$ cat src/rtl/cf_i2s_pkg.sv
// Shared types and default widths for the CF_I2S receive-drain controller.
package cf_i2s_pkg;

    localparam int CF_I2S_DW = 32;
    localparam int CF_I2S_AW = 4;
    localparam int CF_I2S_CW = 16;

    typedef enum logic [2:0] {
        ST_IDLE  = 3'd0,
        ST_CLEAR = 3'd1,
        ST_WAIT  = 3'd2,
        ST_POP   = 3'd3,
        ST_HOLD  = 3'd4
    } drain_state_e;

endpackage

$ cat src/rtl/cf_i2s_drain_ctrl.sv
// Drains the I2S receive FIFO in bursts onto a valid/ready stream with a last
// marker, and owns receiver enable, FIFO clear and the sticky overflow flag.
module cf_i2s_drain_ctrl
    import cf_i2s_pkg::*;
#(
    parameter int DW = CF_I2S_DW,
    parameter int AW = CF_I2S_AW,
    parameter int CW = CF_I2S_CW
) (
    input  logic          clk,
    input  logic          rst_n,
    input  logic          start,
    input  logic          stop,
    input  logic [AW-1:0] burst_len,
    input  logic [AW-1:0] fifo_level,
    input  logic          fifo_full,
    input  logic [DW-1:0] fifo_rdata,
    output logic          fifo_rd,
    output logic          fifo_clr,
    output logic          i2s_en,
    output logic          m_valid,
    output logic [DW-1:0] m_data,
    output logic          m_last,
    input  logic          m_ready,
    output logic          busy,
    output logic          ovf_flag,
    input  logic          ovf_clr,
    output logic [CW-1:0] burst_cnt
);

    drain_state_e  state_q, state_d;
    logic          stop_pend_q, stop_pend_d;
    logic [AW-1:0] remaining_q, remaining_d;
    logic [DW-1:0] m_data_q, m_data_d;
    logic          m_valid_q, m_valid_d;
    logic          m_last_q, m_last_d;
    logic [CW-1:0] burst_cnt_q, burst_cnt_d;
    logic          ovf_q, ovf_d;
    logic [AW-1:0] eff_len;

    // A zero burst length would never complete, so it behaves as one word.
    assign eff_len = (burst_len == '0) ? AW'(1) : burst_len;

    always_comb begin
        state_d     = state_q;
        stop_pend_d = stop_pend_q;
        remaining_d = remaining_q;
        m_data_d    = m_data_q;
        m_valid_d   = m_valid_q;
        m_last_d    = m_last_q;
        burst_cnt_d = burst_cnt_q;
        fifo_rd     = 1'b0;
        fifo_clr    = 1'b0;
        i2s_en      = 1'b0;

        case (state_q)
            ST_IDLE: begin
                if (start && !stop) begin
                    state_d     = ST_CLEAR;
                    burst_cnt_d = '0;
                end
            end
            ST_CLEAR: begin
                fifo_clr = 1'b1;
                state_d  = ST_WAIT;
            end
            ST_WAIT: begin
                i2s_en = 1'b1;
                if (stop || stop_pend_q) begin
                    state_d     = ST_IDLE;
                    stop_pend_d = 1'b0;
                end else if (fifo_full || (fifo_level >= eff_len)) begin
                    remaining_d = eff_len;
                    state_d     = ST_POP;
                end
            end
            ST_POP: begin
                i2s_en    = 1'b1;
                fifo_rd   = 1'b1;
                m_data_d  = fifo_rdata;
                m_last_d  = (remaining_q == AW'(1));
                m_valid_d = 1'b1;
                state_d   = ST_HOLD;
                if (stop) begin
                    stop_pend_d = 1'b1;
                end
            end
            ST_HOLD: begin
                i2s_en = 1'b1;
                if (stop) begin
                    stop_pend_d = 1'b1;
                end
                // A stop never truncates a burst; it is honoured back in WAIT.
                if (m_valid_q && m_ready) begin
                    m_valid_d   = 1'b0;
                    remaining_d = remaining_q - AW'(1);
                    if (m_last_q) begin
                        burst_cnt_d = burst_cnt_q + CW'(1);
                        state_d     = ST_WAIT;
                    end else begin
                        state_d = ST_POP;
                    end
                end
            end
            default: begin
                state_d = ST_IDLE;
            end
        endcase

        // Setting wins over a simultaneous clear so no overflow is ever missed.
        if (fifo_full && i2s_en) begin
            ovf_d = 1'b1;
        end else if (ovf_clr) begin
            ovf_d = 1'b0;
        end else begin
            ovf_d = ovf_q;
        end
    end

    always_ff @(posedge clk or negedge rst_n) begin
        if (!rst_n) begin
            state_q     <= ST_IDLE;
            stop_pend_q <= 1'b0;
            remaining_q <= '0;
            m_data_q    <= '0;
            m_valid_q   <= 1'b0;
            m_last_q    <= 1'b0;
            burst_cnt_q <= '0;
            ovf_q       <= 1'b0;
        end else begin
            state_q     <= state_d;
            stop_pend_q <= stop_pend_d;
            remaining_q <= remaining_d;
            m_data_q    <= m_data_d;
            m_valid_q   <= m_valid_d;
            m_last_q    <= m_last_d;
            burst_cnt_q <= burst_cnt_d;
            ovf_q       <= ovf_d;
        end
    end

    assign m_valid   = m_valid_q;
    assign m_data    = m_data_q;
    assign m_last    = m_last_q;
    assign busy      = (state_q != ST_IDLE);
    assign ovf_flag  = ovf_q;
    assign burst_cnt = burst_cnt_q;

endmodule

$ cat config.mk
export PLATFORM = sky130hd
export DESIGN_NAME = cf_i2s_drain_ctrl
export DESIGN_NICKNAME = d
export VERILOG_FILES = /design/src/rtl/cf_i2s_pkg.sv /design/src/rtl/cf_i2s_drain_ctrl.sv
export SDC_FILE = /design/constraint.sdc
export NUM_CORES = 1
export LEC_CHECK = 0
export ABC_AREA = 1
export CORE_MARGIN = 2
export CORE_UTILIZATION = 31
export CTS_CLUSTER_SIZE = 8
export DETAILED_ROUTE_END_ITERATION = 16
export PLACE_DENSITY = 0.7
export SETUP_SLACK_MARGIN = 0.15
export SKIP_LAST_GASP = 1
export SYNTH_ARGS = -nofsm -noshare
export SYNTH_HDL_FRONTEND = slang
export SYNTH_SLANG_ARGS = --single-unit
$ cat constraint.sdc
create_clock -name clk -period 1.2 [get_ports clk]
set_input_delay 0.12 -clock clk [delete_from_list [all_inputs] [get_ports clk]]
set_output_delay 0.12 -clock clk [all_outputs]
set_load 0.03 [all_outputs]
# Word level (Yosys, flattened, before mapping)
# Cells that the tools add are included.
# word_totals
in_bits,47
word_cells,70
register_bits,59
out_inout_bits,55
# classes
reduce_logical,21
eq_ne,13
addsub,2
n_mux,25
n_lt_le_gt_ge,1
# ops
cell,count
16-bit two-way mux,3
16-bit case mux with 2 select lines,1
16-bit by 1-bit adder with 16-bit output (second input constant),1
4-bit two-way mux,4
3-bit case mux with 5 select lines,1
3-bit two-way mux,4
2-bit != test (second input constant),6
2-bit nonzero test,5
1-bit two-way mux,9
4-bit case mux with 2 select lines,1
4-bit AND reduction,2
3-bit by 2-bit equality test with 1-bit output (second input constant),2
3-bit AND reduction,2
4-bit by 1-bit equality test with 1-bit output (second input constant),1
4-bit >= comparator,1
4-bit zero test,1
1-bit case mux with 2 select lines,2
4-bit by 1-bit subtractor with 4-bit output (second input constant),1
3-bit by 1-bit equality test with 1-bit output (second input constant),1
3-bit equality test (second input constant),1
1-bit logical AND,3
3-bit zero test,1
3-bit != test (second input constant),1
3-bit nonzero test,1
6 further kinds,7

# Logic depth before layout (Yosys ltp)
# Gate-level depths: netlist of run 1.
# logic_depth
depth_word,7
ltp_mapped,15
depth_no_buf,15

# Least setup slack after synthesis of run 1
# No wires, ideal clock.
# synth_timing
path_type,flip-flop to flip-flop
startpoint,"reg burst_cnt_q[0], in the netlist burst_cnt[0]"
endpoint,"reg burst_cnt_q[8], in the netlist burst_cnt[8]"
n_path_buf,0
synth_period_minus_slack_ns,1.561
t_arrival_ns,1.484
setup_slack_ns,-0.361
path_stages_with_launch,7
setup_time_ns,0.076
t_required_ns,1.124
path_cell_list,dfrtp_1 -> ha_1 -> nand2_1 -> nor2_2 -> a21oi_1 -> nand3b_1 -> o21ai_1
# synth_between
elab_chain_len,4
# synth_lines
element,line_no,text
"start, declared",cf_i2s_drain_ctrl.sv:37,"logic [CW-1:0] burst_cnt_q, burst_cnt_d;"
"start signal, assigned",cf_i2s_drain_ctrl.sv:137,burst_cnt_q <= burst_cnt_d;
16-bit by 1-bit adder with 16-bit output,cf_i2s_drain_ctrl.sv:98,burst_cnt_d = burst_cnt_q + CW'(1);
16-bit two-way mux,cf_i2s_drain_ctrl.sv:97,if (m_last_q) begin
16-bit two-way mux,cf_i2s_drain_ctrl.sv:94,if (m_valid_q && m_ready) begin
16-bit case mux with 2 select lines,cf_i2s_drain_ctrl.sv:56,case (state_q)
# Every way passes these cells. The select of a mux whose other input is x is not followed.
# A chain may end at the register's enable or synchronous reset.

# Final worst setup path of run 1
# layout_timing
startpoint,reg state_q[1]
endpoint,out i2s_en
# layout_between
elab_chain_len,3
word_cells_on_any_way,5
cone_classes,3 x eq/ne; 1 x mux; 1 x reduce/logical
# layout_lines
element,line_no,text
"start, declared",cf_i2s_drain_ctrl.sv:31,"drain_state_e state_q, state_d;"
"start signal, assigned",cf_i2s_drain_ctrl.sv:131,state_q <= state_d;
3-bit equality test / 3-bit by 2-bit equality test with 1-bit output (equally long branches),cf_i2s_drain_ctrl.sv:56,
3-bit OR reduction (no source line) *,-,
1-bit two-way mux *,cf_i2s_drain_ctrl.sv:56,
"end, declared",cf_i2s_drain_ctrl.sv:20,"output logic i2s_en,"
# Every way passes the cells marked *; elsewhere a longest branch is shown, timed or not.

==> results of run 1 <==
## flip-flops by register name, summed over array words and instances (netlist names)
name,count
m_data,32
burst_cnt,16
remaining_q,4
state_q,3
m_last,1
m_valid,1
ovf_flag,1
stop_pend_q,1
## Yosys cell counts, types with 2 or more instances
cell type    n  area [sq um]
a21oi_1      2          10.0
nand2_4      2          22.5
inv_2        3          11.3
clkbuf_1     3          11.3
nand2_1    168           631
buf_6        3          33.8
inv_1       36           135
o21ai_0      6          30.0
o21ai_1     10          50.1
ha_1         7          87.6
o21a_1       2          15.0
nand2_2      3          18.8
nand3_1     22           110
nor2_2       3          18.8
nor3_1       3          15.0
a21oi_2      4          35.0
dfrtp_1     59          1480
buf_2        4          20.0
nor2_1      18          67.6
nand4_1     15          93.8
## final cells by class
class                      count  area, sq um
fill                         779         3570
tap                          129          161
timing repair buffer         199         2120
multi-input combinational    276         1600
sequential                    59         1490
clock inverter                 7         58.8
inverter                      40          198
clock buffer                   9          124
## per-layer routing
layer | track usage | up-vias | wire [microns]
li1 | - | 1622 | -
met1 | 0.206 | 1573 | 3760
met2 | 0.338 | 79 | 5370
met3 | 0.0376 | 16 | 333
met4 | 0.0697 | 0 | 150
met5 | 0 | - | 0
## placed cells by master, fill, tap and decap left out, types with 10 or more instances in the layout
cell	instances
nand2_1	128
buf_6	71
buf_4	63
dfrtp_1	46
clkdlybuf4s50_1	41
nand2_2	37
inv_1	28
nor2_1	16
nand4_1	15
dfrtp_2	13
nand3_2	11
nand3_1	10
## logic make-up after synthesis
family / share of synthesized area
AO/OA/AOI/OAI: 0.0579
XOR/XNOR: 0.00292
adder cells (fa/ha/maj): 0.0292
buffers and inverters: 0.0716
flip-flops: 0.491
AND/OR/NAND/NOR: 0.347
## power groups by stage
stage	combinational [mW]	clock (mW)	sequential, mW
finish	8.25	1.70	3.32
global route	8.82	1.87	3.39
CTS	7.36	1.77	3.23
detailed placement	6.26	0	3.22
global placement	6.11	0	3.24
floorplan	2.45	0	4.42
## worst max-delay path, stage by stage (launching register included)
cell and delay, ps:
dfrtp_2 430, inv_2 80, nand2_4 70, nor2_4 110, buf_6 130, inv_8 30, nand2_2 50, inv_2 50
nand2_4 60, buf_6 120
## final timing paths
path	from	to	slack (ps)	cells after the start
max in group asynchronous	rst_n	burst_cnt[7]	580	3
min in group clk	fifo_rdata[11]	m_data[11]	310	3
max	state_q[1]	i2s_en	-400	9
min	rst_n	burst_cnt[1]	310	3
max reg2reg	state_q[1]	remaining_q[2]	-390	12
min reg2reg	m_data[26]	m_data[26]	490	2
## timing repair
action                                  4_1_cts  5_1_grt
gates cloned                                  5        1
buffers inserted                             22       17
endpoints found under the hold margin        59        0
resized for setup                           316       80
pin swaps                                    16       12
endpoints found under the setup margin      114      113
hold buffers                                  1        0
## through the flow
step | hold WS, ps | cells
finish | 307 | 719
global route | 302 | 719
CTS | 273 | 701
detailed placement | 155 | 657
global placement | 153 | 657
floorplan | -176 | 385
==> run metrics, run 1 <==
Most used DFF post-synth=dfrtp_1; die height=approximately 100 microns; clock root buffer=clkbuf_8; Relative slew margins=0.776; pwr dens=about 2300 nW/um^2; TritonCTS Buffers=9; peak supply drop=around 1.4 mV; DP Wirelength=around 6000 microns; # setup viols final=62; failing checks=negative setup slack; max-cap violations=0; YS warnings=0; critical path class=flip-flop to output pin; diodes inserted=0; Worst Setup End Kind=output pin; crit-path max FO=3; crit share post-route=1.33; vias after detailed routing=roughly 3300; Area Overhead vs Synth=91.6%; Switching Power=roughly 5.7 mW; Avg Cell Area, Syn=7.80 sq um; Slew @ Worst Pin=approximately 340 ps; later-pin clock latency in the skew report=~350 ps; Reg power frac=0.250; core area=around 9300 sq um; post-route cell area=5760 sq um; GRT overflow=0; LEAKAGE=around 2.8 nW; logic gate share of total power=0.622; post-route minimum period=1600 ps; CTS H-tree depth=3; total chip power=around 13 mW; unrepaired setup endpoints after global routing=yes; Synth cell types=32; Crit path arrival time=approximately 1500 ps; Final Hold Viols=0; status=finished with violations; row count=35; Routed WL per cell=between 10 and 15 microns; layout net count=between 600 and 700; number of flops mapped to enable cells by yosys=0; pin count of the biggest net entering global routing=60; initial antenna violation count=0; Slew Limit Fails=0; vias per cell=roughly 4.6; starting DRC count in detailed routing=between 80 and 90; Sink Count=59; Cell Area, Placed=roughly 4700 sq um; TritonCTS clock tree=built; Synth Register Bits=between 50 and 60; DRT antenna net count=0; Mapped Nets=439; Async S/R FF share, synth=1.00; Starting Density=0.322; Residual DRC=0; number of detailed-route iterations in the first pass=4; Syn Inst Count=a little under 400; Pint=between 7 and 8 mW; CP required=around 1100 ps; Seq/Total Area, Yosys=0.491; Fmax=between 600 and 700 MHz; pre-CTS setup slack=-883 ps; first-pass GRT wire length=14900 microns; Post-Syn Area=3000 sq um; fraction of layout cells with a size suffix above 1=0.464; worst min path class=primary input to asynchronous set/reset pin; full die area=10500 sq um; Clock transition at path regs=80 ps; vias in the first global route=~3300; clock power share=0.128; num ports=102; Total Wirelength=roughly 9600 microns; GRT Overall Usage=0.183; Util after Layout=0.617; # port buffers=101; Fin Setup TNS=-18050 ps; Worst Setup Slack, final=-399 ps; GP Congestion=0.876; die width=approximately 100 microns; Clock Skew=6.69 ps; Worst Setup Start Kind=flip-flop; clock buffer depth=2; switch share=0.427
(Power assumes the default switching activity.)
==> run 2: changes to the inputs <==
Settings changed: ABC_CLOCK_PERIOD_IN_PS set to 1200, CORE_UTILIZATION 31 to 41, CTS_BUF_LIST set to sky130_fd_sc_hd__clkbuf_16, PLACE_DENSITY 0.7 to 0.86.
==> run metrics, run 2 (synthesized netlist as in run 1, its figures left out) <==
die width=about 90 microns; critical path class=flip-flop to flip-flop; clock buffer depth=2; die height=around 90 microns; Area Overhead vs Synth=86.1%; DP Wirelength=approximately 6300 microns; worst min path class=primary input to flip-flop; Cell Area, Placed=roughly 4600 sq um; later-pin clock latency in the skew report=around 330 ps; GP Congestion=0.918; DRT antenna net count=0; worst-path cell chain=inv_2 > nand2_4 > buf_4 > nor2_4 > nand2_2 > nand2_4 > nor2_8 > buf_12 > a21oi_2 > nor2_2; # setup viols final=between 60 and 70; pin count of the biggest net entering global routing=60; vias after detailed routing=approximately 3400; Routed WL per cell=15.8 microns; Worst Setup Slack, final=-373 ps; core area=7180 sq um; TritonCTS Buffers=9; Worst Setup Start Kind=flip-flop; CP most frequent cell=nand2_4; max-cap violations=0; CP required=1410 ps; fill cell count=between 400 and 500; total chip power=13.6 mW; vias per cell=5.09; Worst Setup End Kind=flip-flop; pwr dens=between 2000 and 2500 nW/um^2; diodes inserted=0; layout net count=approximately 630; LEAKAGE=2.83 nW; peak supply drop=about 1.4 mV; crit path max-delay cell type=dfrtp_2; # port buffers=slightly above 100; number of detailed-route iterations in the first pass=5; crit-path max FO=8; critical path's largest stage delay=just over 400 ps; fraction of layout cells with a size suffix above 1=0.454; num ports=approximately 100; post-route minimum period=roughly 1600 ps; vias in the first global route=between 3000 and 4000; full die area=between 8000 and 9000 sq um; status=finished with violations; Largest register FFs=32; first-pass GRT wire length=approximately 15000 microns; most frequent cells in the layout=130 x nand2_1, 56 x buf_4, 46 x dfrtp_1; TritonCTS clock tree=built; Slew @ Worst Pin=321 ps; Sink Count=a little under 60; Total Wirelength=between 10000 and 15000 microns; commonest non-fill, non-tap cell in the layout=nand2_1; crit share post-route=1.31; failing checks=negative setup slack; non-filler cells, final=676; CTS H-tree depth=3; clock root buffer=clkbuf_16; unrepaired setup endpoints after global routing=yes; GRT Overall Usage=0.244; Clock Skew=about 6 ps; Residual DRC=0; post-route cell area=around 5600 sq um; Relative slew margins=0.786; Final Hold Viols=0; starting DRC count in detailed routing=between 100 and 150; Starting Density=0.419; Sequential Area=1490 sq um; Multi-input gate area=1660 sq um; row count=31; Slew Limit Fails=0; Fmax=~640 MHz; Crit path arrival time=between 1500 and 2000 ps; initial antenna violation count=0; GRT overflow=0; Clock transition at path regs=60 ps; Placed Cells=around 620
[run 2: worst max-delay path, delay by kind of cell, from the launching register on]
| family | cells | cell delay, ps |
|---|---|---|
| AND/OR/NAND/NOR | 6 | 480 |
| buffers and inverters | 3 | 370 |
| AO/OA/AOI/OAI | 1 | 180 |
| flip-flops | 1 | 410 |
[run 2: report_power, final]
part / internal (mW) / total, mW / switching [mW]
clock: 1.81 / 2.76 / 0.951
combinational: 3.26 / 7.60 / 4.34
sequential: 2.74 / 3.23 / 0.491
[run 2: routing by layer]
layer	vias up	global-route usage	wire length [microns]
li1	1588	-	-
met1	1661	0.261	3850
met2	160	0.460	5890
met3	33	0.0539	582
met4	0	0.100	364
met5	-	0	0
[run 2: worst paths after layout]
path	startpoint	endpoint	slack, ps	cells past startpoint
setup / recovery	state_q[1]	burst_cnt[11]	-370	10
hold / removal	burst_len[1]	remaining_q[1]	240	5
setup reg to reg	state_q[1]	burst_cnt[11]	-370	10
hold reg to reg	m_data[12]	m_data[12]	470	2
max in group asynchronous	rst_n	burst_cnt[11]	570	3
min in group asynchronous	rst_n	burst_cnt[3]	340	3
[run 2: through the flow]
step	hold slack, ps	TNS (ps)	setup slack [ps]	utilization
floorplan	-176	-2050	-126	-
global placement	148	-9070	-774	0.647
detailed placement	154	-11140	-873	0.647
CTS	251	-12200	-348	0.721
global route	275	-19970	-406	0.779
finish	235	-16680	-373	0.779
[run 2: cell type report]
cell class,instances,area share
Clock buffer,9,0.0403
Multi-Input combinational cell,276,0.298
Tap cell,99,0.0222
Sequential cell,59,0.267
Timing Repair Buffer,186,0.321
Inverter,40,0.0358
Clock inverter,7,0.0163
[run 2: what timing repair did]
item                                    CTS  global route
buffers inserted                         15            17
endpoints found under the setup margin  114            81
pin swaps                                16            21
cloned                                    3             2
hold buffers                              1             0
gates resized for setup                 274            73
hold endpoints to repair                 59             0
==> run 3: changes to the inputs <==
Settings changed: REMOVE_ABC_BUFFERS set to 1.
==> run metrics, run 3 (synthesized netlist as in run 1, its figures left out) <==
Relative slew margins=0.780; Placed Cells=about 630; CTS H-tree depth=3; clock buffer depth=2; row count=31; GRT overflow=0; # port buffers=just over 100; later-pin clock latency in the skew report=between 300 and 400 ps; initial antenna violation count=0; DP Wirelength=between 6000 and 7000 microns; die height=approximately 90 microns; final hold slack=about 320 ps; Clock transition at path regs=around 60 ps; vias per cell=between 5 and 6; most frequent cells in the layout=140 x nand2_1, 57 x buf_6, 55 x dfrtp_1; crit-path max FO=7; critical path class=flip-flop to flip-flop; status=finished with violations; fill cell count=~480; Crit path arrival time=between 1500 and 2000 ps; pin count of the biggest net entering global routing=60; pwr dens=between 2000 and 2500 nW/um^2; TritonCTS clock tree=built; full die area=around 8000 sq um; CP required=approximately 1400 ps; vias after detailed routing=between 3000 and 4000; clock root buffer=clkbuf_16; worst min path class=primary input to asynchronous set/reset pin; Worst Setup End Kind=flip-flop; GRT Overall Usage=0.265; vias in the first global route=approximately 3500; Area Overhead vs Synth=83.7%; Slew @ Worst Pin=329 ps; DRT antenna net count=0; Worst Setup Slack, final=-454 ps; Multi-input gate area=between 1500 and 2000 sq um; core area=7180 sq um; Starting Density=0.419; Slew Limit Fails=0; first-pass GRT wire length=16200 microns; non-filler cells, final=a little under 700; Fmax=605 MHz; peak supply drop=approximately 1.6 mV; Sequential Area=roughly 1500 sq um; die width=89.6 microns; commonest non-fill, non-tap cell in the layout=nand2_1; Routed WL per cell=about 17 microns; fraction of layout cells with a size suffix above 1=0.412; number of detailed-route iterations in the first pass=5; Clock Skew=roughly 5.6 ps; Residual DRC=0; crit share post-route=1.38; Total Wirelength=11900 microns; unrepaired setup endpoints after global routing=yes; failing checks=negative setup slack; Worst Setup Start Kind=flip-flop; GP Congestion=0.882; TritonCTS Buffers=9; post-route minimum period=about 1700 ps; Sink Count=59; starting DRC count in detailed routing=about 300; num ports=a little over 100; max-cap violations=0; Largest register FFs=32; Final Hold Viols=0; diodes inserted=0; # setup viols final=between 60 and 70; LEAKAGE=roughly 2.8 nW; total chip power=~13 mW; Fin Setup TNS=-17790 ps; layout net count=roughly 640
## run 3: cell types whose count changed in the layout (fill, tap and decap cells not counted), sizes merged
cell	previous run	this run
inv	40	39
buf	140	148
dlygate4sd2	1	3
clkinvlp	1	3
clkdlybuf4s15	2	1
clkbuf	11	10
bufinv	2	1
clkdlybuf4s50	40	41
nor2	23	24
## run 3: stage by stage
stage | utilization | instance area, sq um | setup slack, ps
after floorplan | - | 2940 | -874
after global placement | 0.617 | 4430 | -701
after detailed placement | 0.617 | 4430 | -813
after CTS | 0.710 | 5090 | -344
after global routing | 0.769 | 5520 | -509
final | 0.769 | 5520 | -454
## run 3: per-layer routing
layer / global-route usage / vias to the layer above / share of wire
met5: 0 / - / 0
met4: 0.129 / 0 / 0.050
met3: 0.0631 / 65 / 0.074
met2: 0.455 / 230 / 0.50
met1: 0.310 / 1712 / 0.38
li1: - / 1613 / -
## run 3: final timing paths
check                        startpoint              to  slack [ps]  cells after the start
min in group clk           burst_len[1]  remaining_q[1]         320                      5
max                          state_q[1]    burst_cnt[1]        -450                     10
min                               rst_n     stop_pend_q         320                      3
max reg2reg                  state_q[1]    burst_cnt[1]        -450                     10
max in group asynchronous         rst_n   burst_cnt[10]         570                      3
min reg2reg                  m_data[22]      m_data[22]         470                      2
## run 3: power breakdown
| group | internal, mW | leakage [nW] | switching [mW] | total (mW) |
|---|---|---|---|---|
| combinational | 3.14 | 1.93 | 4.48 | 7.61 |
| sequential | 2.73 | 0.743 | 0.468 | 3.20 |
| clock | 1.60 | 0.139 | 0.941 | 2.54 |
## run 3: worst max-delay path, cell delays in order, from the launching register on
cell        delay, ps
dfrtp_1           380
inv_2              60
nand2_4           100
nor2_4             60
buf_6             120
nand2_8            70
nand2_8            80
nor2_8            210
clkinvlp_4        220
nand2_1           140
nand2_1            90
## run 3: area by class of cell
type	count	area share
flip-flops and latches	59	0.268
repair buffers	195	0.335
clock buffers	9	0.0408
multi-input cells	277	0.291
inverters	40	0.0306
clock inverters	7	0.0122
well taps	99	0.0224
## run 3: what timing repair did
action	in CTS	in global routing
resized for setup	266	68
endpoints found under the setup margin	112	81
hold buffers	1	0
gates cloned	4	1
endpoints found under the hold margin	59	0
pin swaps	12	25
setup buffers	22	18
